### config.mk
export PLATFORM = sky130hd
export DESIGN_NAME = cnn_layer_sequencer
export DESIGN_NICKNAME = d
export VERILOG_FILES = /design/src/rtl/cnn_pkg.sv /design/src/rtl/cnn_mem_mux.sv /design/src/rtl/cnn_layer_sequencer.sv
export SDC_FILE = /design/constraint.sdc
export NUM_CORES = 1
export LEC_CHECK = 0
export CAP_MARGIN = 20
export CORE_MARGIN = 3
export CORE_UTILIZATION = 40
export DETAILED_ROUTE_END_ITERATION = 8
export GPL_TIMING_DRIVEN = 0
export HOLD_SLACK_MARGIN = 0.1
export PLACE_DENSITY_LB_ADDON = 0.15
export RECOVER_POWER = 100
export REMOVE_ABC_BUFFERS = 1
export SLEW_MARGIN = 30
export SYNTH_ARGS = -nofsm -noshare
export SYNTH_HDL_FRONTEND = slang
export SYNTH_HIERARCHICAL = 1
export SYNTH_SLANG_ARGS = --single-unit
### constraint.sdc
create_clock -name clk -period 4 [get_ports clk]
set_clock_uncertainty 0.1 [all_clocks]
set_input_delay 1 -clock clk [delete_from_list [all_inputs] [get_ports clk]]
set_output_delay 1 -clock clk [all_outputs]
set_load 0.02 [all_outputs]
### src/rtl/cnn_pkg.sv
// Shared types and constants for the CNN accelerator control path:
// sequencer states, default memory-port widths and bank-select codes.
package cnn_pkg;

    localparam int CNN_ADDR_W = 12;
    localparam int CNN_DATA_W = 20;
    localparam int CNN_SEL_W  = 3;

    typedef enum logic [2:0] {
        ST_IDLE,
        ST_LAUNCH,
        ST_RUN,
        ST_GAP,
        ST_DONE,
        ST_ERR
    } seq_state_e;

    // Bank codes every engine uses on csel; BANK_NONE is the parked value.
    localparam logic [CNN_SEL_W-1:0] BANK_NONE   = 3'd0;
    localparam logic [CNN_SEL_W-1:0] BANK_IFMAP  = 3'd1;
    localparam logic [CNN_SEL_W-1:0] BANK_WEIGHT = 3'd2;
    localparam logic [CNN_SEL_W-1:0] BANK_ACT    = 3'd3;
    localparam logic [CNN_SEL_W-1:0] BANK_POOL   = 3'd4;
    localparam logic [CNN_SEL_W-1:0] BANK_FLAT   = 3'd5;

endpackage

### src/rtl/cnn_mem_mux.sv
// Grant-indexed combinational mux onto the single shared memory port.
// With no valid grant every shared output is parked at zero.
module cnn_mem_mux
    import cnn_pkg::*;
#(
    parameter int NUM_LAYERS = 3,
    parameter int ADDR_W     = CNN_ADDR_W,
    parameter int DATA_W     = CNN_DATA_W,
    parameter int SEL_W      = CNN_SEL_W
) (
    input  logic                         gnt_vld,
    input  logic [1:0]                   gnt_idx,
    input  logic [NUM_LAYERS-1:0]        eng_crd,
    input  logic [NUM_LAYERS-1:0]        eng_cwr,
    input  logic [NUM_LAYERS*SEL_W-1:0]  eng_csel,
    input  logic [NUM_LAYERS*ADDR_W-1:0] eng_caddr_rd,
    input  logic [NUM_LAYERS*ADDR_W-1:0] eng_caddr_wr,
    input  logic [NUM_LAYERS*DATA_W-1:0] eng_cdata_wr,
    output logic                         crd,
    output logic                         cwr,
    output logic [SEL_W-1:0]             csel,
    output logic [ADDR_W-1:0]            caddr_rd,
    output logic [ADDR_W-1:0]            caddr_wr,
    output logic [DATA_W-1:0]            cdata_wr
);

    always_comb begin
        crd      = 1'b0;
        cwr      = 1'b0;
        csel     = SEL_W'(BANK_NONE);
        caddr_rd = '0;
        caddr_wr = '0;
        cdata_wr = '0;
        for (int i = 0; i < NUM_LAYERS; i++) begin
            if (gnt_vld && (gnt_idx == 2'(i))) begin
                crd      = eng_crd[i];
                cwr      = eng_cwr[i];
                csel     = eng_csel[i*SEL_W +: SEL_W];
                caddr_rd = eng_caddr_rd[i*ADDR_W +: ADDR_W];
                caddr_wr = eng_caddr_wr[i*ADDR_W +: ADDR_W];
                cdata_wr = eng_cdata_wr[i*DATA_W +: DATA_W];
            end
        end
    end

endmodule

### src/rtl/cnn_layer_sequencer.sv
// Launches the layer engines in order, waits for each done pulse under a
// per-layer watchdog, and grants the shared memory port to the active engine.
module cnn_layer_sequencer
    import cnn_pkg::*;
#(
    parameter int NUM_LAYERS = 3,
    parameter int ADDR_W     = CNN_ADDR_W,
    parameter int DATA_W     = CNN_DATA_W,
    parameter int SEL_W      = CNN_SEL_W,
    parameter int TIMEOUT    = 1000000,
    parameter int WDOG_W     = 20
) (
    input  logic                         clk,
    input  logic                         reset,
    input  logic                         ready,
    output logic                         busy,
    output logic                         done,
    output logic                         err,
    output logic [1:0]                   layer_idx,
    output logic [31:0]                  run_cycles,
    output logic [NUM_LAYERS-1:0]        eng_start,
    input  logic [NUM_LAYERS-1:0]        eng_done,
    input  logic [NUM_LAYERS-1:0]        eng_crd,
    input  logic [NUM_LAYERS-1:0]        eng_cwr,
    input  logic [NUM_LAYERS*SEL_W-1:0]  eng_csel,
    input  logic [NUM_LAYERS*ADDR_W-1:0] eng_caddr_rd,
    input  logic [NUM_LAYERS*ADDR_W-1:0] eng_caddr_wr,
    input  logic [NUM_LAYERS*DATA_W-1:0] eng_cdata_wr,
    output logic [DATA_W-1:0]            eng_cdata_rd,
    output logic                         crd,
    output logic                         cwr,
    output logic [SEL_W-1:0]             csel,
    output logic [ADDR_W-1:0]            caddr_rd,
    output logic [ADDR_W-1:0]            caddr_wr,
    output logic [DATA_W-1:0]            cdata_wr,
    input  logic [DATA_W-1:0]            cdata_rd
);

    seq_state_e        state_q, state_d;
    logic [1:0]        idx_q, idx_d;
    logic [WDOG_W-1:0] wdog_q, wdog_d;
    logic [31:0]       cyc_q, cyc_d;
    logic [31:0]       run_cycles_q, run_cycles_d;
    logic              cur_done, last_layer, wdog_expired, gnt_vld;

    function automatic logic [31:0] sat_inc32(input logic [31:0] v);
        return (v == 32'hFFFF_FFFF) ? v : v + 32'd1;
    endfunction

    always_ff @(posedge clk or posedge reset) begin
        if (reset) begin
            state_q      <= ST_IDLE;
            idx_q        <= '0;
            wdog_q       <= '0;
            cyc_q        <= '0;
            run_cycles_q <= '0;
        end else begin
            state_q      <= state_d;
            idx_q        <= idx_d;
            wdog_q       <= wdog_d;
            cyc_q        <= cyc_d;
            run_cycles_q <= run_cycles_d;
        end
    end

    // Only the granted engine's done pulse is looked at, and only in RUN.
    assign cur_done     = eng_done[idx_q];
    assign last_layer   = (idx_q == 2'(NUM_LAYERS - 1));
    assign wdog_expired = (wdog_q == WDOG_W'(TIMEOUT - 1));

    always_comb begin
        state_d      = state_q;
        idx_d        = idx_q;
        wdog_d       = wdog_q;
        cyc_d        = cyc_q;
        run_cycles_d = run_cycles_q;
        case (state_q)
            ST_IDLE, ST_ERR: begin
                if (ready) begin
                    state_d = ST_LAUNCH;
                    idx_d   = '0;
                    cyc_d   = '0;
                end
            end
            ST_LAUNCH: begin
                state_d = ST_RUN;
                wdog_d  = '0;
                cyc_d   = sat_inc32(cyc_q);
            end
            ST_RUN: begin
                wdog_d = wdog_q + 1'b1;
                cyc_d  = sat_inc32(cyc_q);
                if (cur_done) begin
                    if (last_layer) begin
                        state_d      = ST_DONE;
                        run_cycles_d = sat_inc32(cyc_q);
                    end else begin
                        state_d = ST_GAP;
                        idx_d   = idx_q + 1'b1;
                    end
                end else if (wdog_expired) begin
                    state_d = ST_ERR;
                end
            end
            ST_GAP: state_d = ST_LAUNCH;
            ST_DONE: begin
                state_d = ST_IDLE;
                idx_d   = '0;
            end
            default: state_d = ST_IDLE;
        endcase
    end

    // Status decodes straight from registered state, so reset clears them at once.
    assign gnt_vld      = (state_q == ST_LAUNCH) || (state_q == ST_RUN);
    assign busy         = gnt_vld || (state_q == ST_GAP);
    assign done         = (state_q == ST_DONE);
    assign err          = (state_q == ST_ERR);
    assign layer_idx    = idx_q;
    assign run_cycles   = run_cycles_q;
    assign eng_start    = (state_q == ST_LAUNCH) ? (NUM_LAYERS'(1) << idx_q) : '0;
    assign eng_cdata_rd = cdata_rd;

    cnn_mem_mux #(
        .NUM_LAYERS (NUM_LAYERS),
        .ADDR_W     (ADDR_W),
        .DATA_W     (DATA_W),
        .SEL_W      (SEL_W)
    ) u_mem_mux (
        .gnt_vld      (gnt_vld),
        .gnt_idx      (idx_q),
        .eng_crd      (eng_crd),
        .eng_cwr      (eng_cwr),
        .eng_csel     (eng_csel),
        .eng_caddr_rd (eng_caddr_rd),
        .eng_caddr_wr (eng_caddr_wr),
        .eng_cdata_wr (eng_cdata_wr),
        .crd          (crd),
        .cwr          (cwr),
        .csel         (csel),
        .caddr_rd     (caddr_rd),
        .caddr_wr     (caddr_wr),
        .cdata_wr     (cdata_wr)
    );

endmodule

# Word level (Yosys, flattened, before mapping)
# Index checks and enable logic that the tools add are counted.
# word_totals
ff_bits,89
output_inout_bits,109
elab_cells,73
# classes
n_addsub,3
magnitude_cmp,1
n_eq_ne,13
shifts,1
muxes,34
reduce_logical,16
# ops
cell,n
2-to-1 mux 12 bit,6
2-to-1 mux 32 bit,2
one-hot mux 32 bit (2 select lines),1
2-to-1 mux 20 bit,3
one-hot mux 20 bit (2 select lines),1
adder 32 x 1 -> 32 bit (second input constant),1
equality test 32 bit (second input constant),1
2-to-1 mux 3 bit,8
adder 20 x 1 -> 20 bit (second input constant),1
equality test 20 bit (second input constant),1
one-hot mux 3 bit (4 select lines),1
2-to-1 mux 1 bit,7
equality test 3 x 2 -> 1 bit (second input constant),2
equality test 3 bit (second input constant),2
2-to-1 mux 2 bit,3
!= test 2 bit (second input constant),3
one-hot mux 2 bit (3 select lines),1
AND reduction 2 bit,2
AND reduction 4 bit,1
nonzero test 2 bit,2
OR reduction 2 bit,2
equality test 3 x 1 -> 1 bit (second input constant),1
logical AND 1 bit,3
logical NOT 3 bit,1
other kinds (11),12

# Logic depth before layout (Yosys ltp)
# Gate-level depths: netlist of the first run.
# logic_depth
word_depth,6
depth_mapped,9
mapped_depth_nobuf,7

# Hierarchy
# Netlist of the first run, hierarchy kept.
# modules_own_cells
module,instances,cells_each,area_each_um2,seq_area_each_um2
cnn_layer_sequencer,1,539,4854.7,2227.1
cnn_mem_mux,1,223,1582.8,0.0

# Worst setup path before layout of the first run
# OpenSTA, ideal clock, no wires.
# synth_path
kind,reg2out
from,register state_q[0]
to,output port caddr_rd[10]
t_arrival_ns,2.064
required_time_ns,2.900
setup_slack_ns,0.836
stages_incl_launch_ff,10
n_path_buf,4
cell_sequence,dfrtp_1 > nor2_1 > and2_1 > buf_2 > a21oi_1 > inv_1 > clkbuf_1 > clkbuf_1 > clkbuf_1 > and2_1
# synth_via
elab_chain_len,6
word_cells_on_any_way,9
classes_between,2 x eq/ne; 3 x mux; 4 x reduce/logical
# synth_lines
item,line_no,rtl
start: declaration,cnn_layer_sequencer.sv:39,"seq_state_e state_q, state_d;"
start signal: assignment,cnn_layer_sequencer.sv:58,state_q <= state_d;
equality test 3 x 1 -> 1 bit / equality test 3 x 2 -> 1 bit (equally long branches),cnn_layer_sequencer.sv:115,assign gnt_vld = (state_q == ST_LAUNCH) || (state_q == ST_RUN);
logical OR 1 bit (*),cnn_layer_sequencer.sv:115,
named net gnt_vld,cnn_layer_sequencer.sv:44,"logic cur_done, last_layer, wdog_expired, gnt_vld;"
logical AND 1 bit,cnn_mem_mux.sv:35,if (gnt_vld && (gnt_idx == 2'(i))) begin
2-to-1 mux 12 bit (2 in a row),cnn_mem_mux.sv:35,
2-to-1 mux 12 bit (*),cnn_mem_mux.sv:35,
end: declaration,cnn_layer_sequencer.sv:33,"output logic [ADDR_W-1:0] caddr_rd,"
# The timed path passes the listed nets; every way through them passes the cells marked *.

# Worst setup path after layout of the first run
# layout_path
from,register state_q[1]
to,output port crd
# layout_via
elab_chain_len,6
word_cells_on_any_way,9
classes_between,2 x eq/ne; 3 x mux; 4 x reduce/logical
# layout_lines
item,line_no,rtl
equality test 3 x 1 -> 1 bit / equality test 3 x 2 -> 1 bit (equally long branches),cnn_layer_sequencer.sv:115,
logical OR 1 bit (*),cnn_layer_sequencer.sv:115,
logical AND 1 bit,cnn_mem_mux.sv:35,
2-to-1 mux 1 bit (2 in a row),cnn_mem_mux.sv:35,
2-to-1 mux 1 bit (*),cnn_mem_mux.sv:35,
end: declaration,cnn_layer_sequencer.sv:30,"output logic crd,"
# Mark *: on every way between the ends. The rest lies on a longest branch, timed or not.

==> summary.txt, run 1 <==
outcome -> complete, but fails checks
failing checks -> capacitance limit, slew limit
power density of the placed cells -> 583 mW/mm²
Final nets -> 1125
cell with the most instances after synthesis -> sky130_fd_sc_hd__dfrtp_1
total power -> 0.00534 W
Die Width -> 133 µm
data arrival time of the critical path -> 2.75 ns
number of distinct library cells after synthesis -> 60
adder-cell share of the synthesized area -> 0.00972
Slew HR -> -0.409
sum of negative setup slack -> 0 ns
Slew @ Worst Pin -> 2.09 ns
critical path peak fanout -> 71
first-pass GRT wire length -> 32.2 mm
clock latency on the worst-skew pair -> 0.35 ns
Async S/R FF share, synth -> 1.00
vias in the first global route -> 5673
number of warning messages in the yosys log -> 6
count of buffers inserted at the top-level ports -> 241
finished layout cell area -> 0.00916 mm²
CTS Sinks -> 89
final RePlAce weighted congestion -> 0.820
first drt pass iteration count -> 5
final core utilization -> 0.592
leading register cell type out of synthesis -> sky130_fd_sc_hd__dfrtp_1
max capacitance violation total -> 2
CTS tree -> built
number of pins exceeding their max-slew limit in the final report -> 60
xor-xnor portion of the synthesized cell area -> 0.0395
CP Launch Type -> register
largest family of logic cells by synthesized area -> simple AND/OR/NAND/NOR gates
register bit total from synthesis -> 89
Synth top cells by count -> 89 x sky130_fd_sc_hd__dfrtp_1, 79 x sky130_fd_sc_hd__nand2_1, 74 x sky130_fd_sc_hd__o21ai_0
count of pins on the block boundary -> 282
number of enable-type register cells in the synthesized netlist -> 0
fraction of the cycle the final worst path needs -> 0.961
Hold Buf Count CTS -> 0
starting density of the core -> 0.416
maximum count of clock buffers along a single path -> 2
global route overflow -> 0
mean area per synthesized cell -> 8.45 µm²
fill cell count -> 1441
Via-to-Cell Ratio -> 5.33
sequential share of the synthesized area -> 0.346
clock slew at reported path FFs -> 0.07 ns
HPWL Detailed -> 15.4 mm
number of instances in the synthesized netlist -> 762
post-synth top area cell -> sky130_fd_sc_hd__dfrtp_1
maximum level of the CTS H-tree -> 3
post-layout min period -> 3.85 ns
Routed Wire Length -> 20.7 mm
area overhead of the layout relative to synthesis -> 42.3%
violation count after the first detailed-routing iteration -> 373
Area contributors post-synth -> sky130_fd_sc_hd__dfrtp_1 35%, sky130_fd_sc_hd__mux2i_1 8.7%, sky130_fd_sc_hd__nand3b_1 5.8%
Worst Slack Setup Final -> 0.155 ns
Post-Place Cell Area -> 0.00886 mm²
Vias -> 6205
final setup fails -> 0
data required time of the worst path -> 2.90 ns
clock tree root buffer cell -> sky130_fd_sc_hd__clkbuf_16
fraction of the mapped netlist area in compound gates -> 0.186
die outline area -> 0.0177 mm²
worst hold path type -> reg2reg
number of antenna violations at the first check in global routing -> 2
clock buffer count from CTS -> 9
ratio of cells with drive above 1 in the final layout -> 0.0483
VDD IR-drop max -> 0.000346 V
count of endpoints failing hold in the final timing report -> 0
average detailed-routed wire length per instance -> 17.8 µm
cell leakage power -> 3.45 nW
maximum number of pins on one net before global-route repair -> 72
post-place setup slack -> -0.213 ns
Std-Cell Core Area -> 0.0155 mm²
area share of the largest cell type after synthesis -> 0.346
vertical extent of the die -> 133 µm
Max Fclk -> 0.260 GHz
number of design rule violations left after detail routing -> 0
combined global-route utilization of all metal layers -> 0.226
Crit. End Element -> output pin
post-synthesis share of cell area spent on and, or, nand and nor gates -> 0.257
Post-DRT Antenna Nets -> 0
portion of netlist area occupied by mux cells -> 0.0888
Syn Std Cell Area -> 0.00644 mm²
critical path start-end classification -> reg2out
Std-Cell Rows -> 45
unrepaired setup endpoints after global routing -> no
==> final timing paths <==
| check | from | end | slack (ns) | cells past startpoint |
|---|---|---|---|---|
| max | state_q[1] | crd | 0.15 | 6 |
| min | run_cycles[6] | run_cycles[6] | 0.38 | 2 |
| max reg2reg | layer_idx[1] | run_cycles[10] | 0.72 | 6 |
| min reg2reg | run_cycles[6] | run_cycles[6] | 0.38 | 2 |
| max in group asynchronous | reset | layer_idx[0] | 1.40 | 3 |
| min in group asynchronous | reset | cyc_q[27] | 1.49 | 2 |
==> power breakdown <==
part           switching (W)  internal (W)
logic                0.00168       0.00145
clock network       0.000379      0.000553
registers           0.000246       0.00103
total                0.00231       0.00303
==> sequential cells by signal (all words and copies together) (netlist names) <==
name,count
cyc_q,32
run_cycles,32
wdog_q,20
state_q,3
layer_idx,2
==> worst max-delay path, stage by stage (launching register included) <==
cell and delay (ns):
sky130_fd_sc_hd__dfrtp_1 0.51, sky130_fd_sc_hd__nor2_1 0.52, sky130_fd_sc_hd__a21oi_4 0.14, sky130_fd_sc_hd__buf_8 0.18
sky130_fd_sc_hd__clkinv_8 0.21, sky130_fd_sc_hd__and2_0 0.18, sky130_fd_sc_hd__clkdlybuf4s50_1 0.64
==> per-layer routing <==
layer	up-vias	wire length, µm	global-route usage
li1	3088	-	-
met1	2895	9380	0.312
met2	205	9400	0.353
met3	15	1710	0.0776
met4	2	178	0.0329
met5	-	13	0
==> layout make-up <==
cell class / count / area, µm² / share of cell area
sequential: 89 / 2240 / 0.244
clock inverter: 7 / 101 / 0.0111
clock buffer: 9 / 225 / 0.0246
inverter: 10 / 51.3 / 0.00560
antenna: 1 / 2.50 / 0.000273
multi-input combinational: 589 / 3740 / 0.408
timing repair buffer: 248 / 2540 / 0.277
tap: 211 / 264 / 0.0288
==> stage by stage <==
| step | instances | hold slack, ns |
|---|---|---|
| floorplan | 687 | 0.346 |
| global placement | 1139 | 0.361 |
| detailed placement | 1145 | 0.372 |
| CTS | 1162 | 0.381 |
| global route | 1163 | 0.400 |
| finish | 1164 | 0.375 |
==> cells in the final DEF (no fill, tap or decap), types with 16 or more instances in the layout <==
master / n
sky130_fd_sc_hd__clkdlybuf4s50_1: 200
sky130_fd_sc_hd__o21ai_0: 88
sky130_fd_sc_hd__dfrtp_1: 85
sky130_fd_sc_hd__nand2_1: 79
sky130_fd_sc_hd__mux2i_1: 56
sky130_fd_sc_hd__nand3b_1: 50
sky130_fd_sc_hd__dlygate4sd3_1: 41
sky130_fd_sc_hd__o21ai_1: 38
sky130_fd_sc_hd__and2_1: 36
sky130_fd_sc_hd__nand3_1: 26
sky130_fd_sc_hd__nor2_1: 22
sky130_fd_sc_hd__o31ai_1: 22
sky130_fd_sc_hd__a21oi_1: 19
sky130_fd_sc_hd__and2_0: 18
sky130_fd_sc_hd__a31oi_1: 16
sky130_fd_sc_hd__xor2_1: 16
==> cells by family after synthesis <==
logic type	Yosys count
AO/OA/AOI/OAI	204
XOR/XNOR	29
adder cells (fa/ha/maj)	5
buffers and inverters	85
flip-flops	89
multiplexers	57
AND/OR/NAND/NOR	293
==> repair_timing <==
action / CTS / global route
setup buffers: 0 / 1
gates resized for setup: 6 / 3
setup endpoints to repair: 49 / 49
gates cloned: 1 / 0
Note: power is estimated with default switching activity, not from simulation.
==> run 2: changes to the inputs <==
RECOVER_POWER = default   (was 100)
SETUP_SLACK_MARGIN = 0.2   (was default)
==> run 2 against run 1 <==
Compared with the run above:
- the flow now finishes without violations
- combinational power increased by 6%
- critical path depth decreased by 1
- routed wire length increased by 2.0%
- power increased by 2.8%
- largest cell class unchanged
==> summary.txt, run 2 (synthesis results as in run 1) <==
outcome -> complete, no violations
finished layout cell area -> 0.00929 mm² (+1.4%)
number of placed cells counting well taps -> 1145 (unchanged)
fill cell count -> 1417 (-1.7%)
HPWL Detailed -> 15.4 mm (unchanged)
post-place setup slack -> -0.213 ns (unchanged)
R2R setup slack -> 1.14 ns (+0.42 ns)
maximum count of clock buffers along a single path -> 2 (unchanged)
worst path bufs/invs -> 2 (-1)
power density of the placed cells -> 591 mW/mm² (+1.4%)
gate family responsible for the most delay along the worst path -> buffers and inverters
VDD IR-drop max -> 0.000360 V (+3.9%)
maximum level of the CTS H-tree -> 3 (unchanged)
max capacitance violation total -> 0 (-2)
number of antenna violations at the first check in global routing -> 2 (unchanged)
most frequent cells in the layout -> 234 x sky130_fd_sc_hd__clkdlybuf4s50_1, 86 x sky130_fd_sc_hd__dfrtp_1, 79 x sky130_fd_sc_hd__nand2_1, 74 x sky130_fd_sc_hd__o21ai_0, 56 x sky130_fd_sc_hd__mux2i_1
clock tree root buffer cell -> sky130_fd_sc_hd__clkbuf_16
critical path peak fanout -> 1 (-99%)
Max Fclk -> 0.269 GHz (+3.5%)
final RePlAce weighted congestion -> 0.820 (unchanged)
count of pins on the block boundary -> 282 (unchanged)
cell leakage power -> 3.47 nW (+0.55%)
unrepaired setup endpoints after global routing -> no
cell at the slowest stage of the critical path -> sky130_fd_sc_hd__clkdlybuf4s50_1
Die Width -> 133 µm (unchanged)
Std-Cell Rows -> 45 (unchanged)
CP Launch Type -> input port
area overhead of the layout relative to synthesis -> 44.3%
Slew @ Worst Pin -> 0.812 ns (-1.28 ns)
combined global-route utilization of all metal layers -> 0.229 (+0.00223)
clock latency on the worst-skew pair -> 0.35 ns (about the same)
data arrival time of the critical path -> 2.61 ns (-0.14 ns)
violation count after the first detailed-routing iteration -> 405 (+8.6%)
vias in the first global route -> 5695 (+0.39%)
CTS tree -> built
starting density of the core -> 0.416 (unchanged)
Worst Slack Setup Final -> 0.286 ns (+0.132 ns)
ratio of cells with drive above 1 in the final layout -> 0.0617 (+0.0133)
final core utilization -> 0.600 (+0.00800)
data required time of the worst path -> 2.90 ns (about the same)
global route overflow -> 0 (unchanged)
vertical extent of the die -> 133 µm (unchanged)
critical path start-end classification -> in2out
Std-Cell Core Area -> 0.0155 mm² (unchanged)
first drt pass iteration count -> 4 (-1)
Via-to-Cell Ratio -> 5.30 (-0.57%)
maximum number of pins on one net before global-route repair -> 72 (unchanged)
number of pins exceeding their max-slew limit in the final report -> 0 (-100%)
average detailed-routed wire length per instance -> 18.1 µm (+1.7%)
fraction of the cycle the final worst path needs -> 0.928 (-0.0329)
final setup fails -> 0 (unchanged)
Post-DRT Antenna Nets -> 0 (unchanged)
number of design rule violations left after detail routing -> 0 (unchanged)
worst hold path type -> reg2reg
first-pass GRT wire length -> 32.4 mm (+0.86%)
most common cell after layout, fill and taps aside -> sky130_fd_sc_hd__clkdlybuf4s50_1
clock slew at reported path FFs -> 0.07 ns (about the same)
delay of the slowest cell on the worst path -> 0.60 ns (-0.04 ns)
diode insertion count for antenna repair -> 0 (-1)
Routed Wire Length -> 21.1 mm (+2.0%)
Final nets -> 1130 (+0.44%)
CTS Sinks -> 89 (unchanged)
post-layout instance count excluding filler cells -> 1168 (+0.34%)
Post-Place Cell Area -> 0.00886 mm² (unchanged)
CP most frequent cell -> sky130_fd_sc_hd__clkdlybuf4s50_1
clock buffer count from CTS -> 9 (unchanged)
Slew HR -> 0.458 (+0.868)
count of endpoints failing hold in the final timing report -> 0 (unchanged)
Vias -> 6191 (-0.23%)
Crit. End Element -> output pin
ordered cell list for the critical path -> clkdlybuf4s50_1, mux2i_1, o21ai_0, and2_1, clkdlybuf4s50_1
die outline area -> 0.0177 mm² (unchanged)
count of buffers inserted at the top-level ports -> 241 (unchanged)
post-layout min period -> 3.71 ns (-0.132 ns)
## run 2: cell types whose count changed in the layout (fill, tap and decap cells not counted), sizes merged
cell           previous run  this run
buf                       6        12
dlygate4sd2               0         3
diode                     1         0
clkinvlp                  3         2
clkdlybuf4s50           200       234
dlygate4sd3              41         0
clkinv                    2         1
clkbuf                   10         9
dlymetal6s2s              0         4
inv                      10        12
## run 2: final timing paths
check / start / end / cells after the start
min in group asynchronous: reset / cyc_q[27] / 2
worst min-delay path: wdog_q[18] / wdog_q[18] / 1
worst max register to register: cyc_q[0] / cyc_q[28] / 7
worst max-delay path: eng_cdata_wr[47] / cdata_wr[7] / 5
max in group asynchronous: reset / layer_idx[0] / 3
worst min register to register: wdog_q[18] / wdog_q[18] / 1
## run 2: what timing repair did
| action | in CTS | in global routing |
|---|---|---|
| cloned | 1 | 0 |
| pin swaps | 0 | 0 |
| resized for setup | 11 | 6 |
| hold buffers | 0 | 0 |
| setup buffers | 2 | 4 |
| endpoints found under the setup margin | 49 | 46 |
## run 2: final cells by class
type	instances	area, µm²	share of cell area
inverter	10	58.8	0.00633
clock buffer	9	225	0.0243
tap	211	264	0.0284
sequential	89	2240	0.241
multi-input combinational	589	3780	0.407
clock inverter	7	101	0.0109
timing repair buffer	253	2620	0.282
## run 2: metrics by stage
step	setup TNS, ns	power, W	hold slack, ns
after floorplan	-86.59	0.00307	0.346
after global placement	-437.19	0.00443	0.361
after detailed placement	-8.30	0.00445	0.372
after CTS	0	0.00548	0.381
after global routing	0	0.00581	0.406
final	0	0.00549	0.380
## run 2: report_power, final
part           total [W]  switching (W)  internal (W)
registers        0.00125       0.000215       0.00103
clock network   0.000927       0.000374      0.000553
logic            0.00332        0.00179       0.00153
total            0.00549        0.00237       0.00311
## run 2: per-layer routing
metal  GRT usage  vias to the layer above  share of wire
met2       0.354                      207           0.46
met1       0.316                     2883           0.46
li1            -                     3093              -
met5           0                        -        0.00062
met3      0.0779                        6          0.078
met4      0.0370                        2         0.0023
==> run 3: changes to the inputs <==
SKIP_LAST_GASP = 1   (was default)
==> results of run 3 <==
No change in the layout: final DEF, timing and power equal those of run 2.
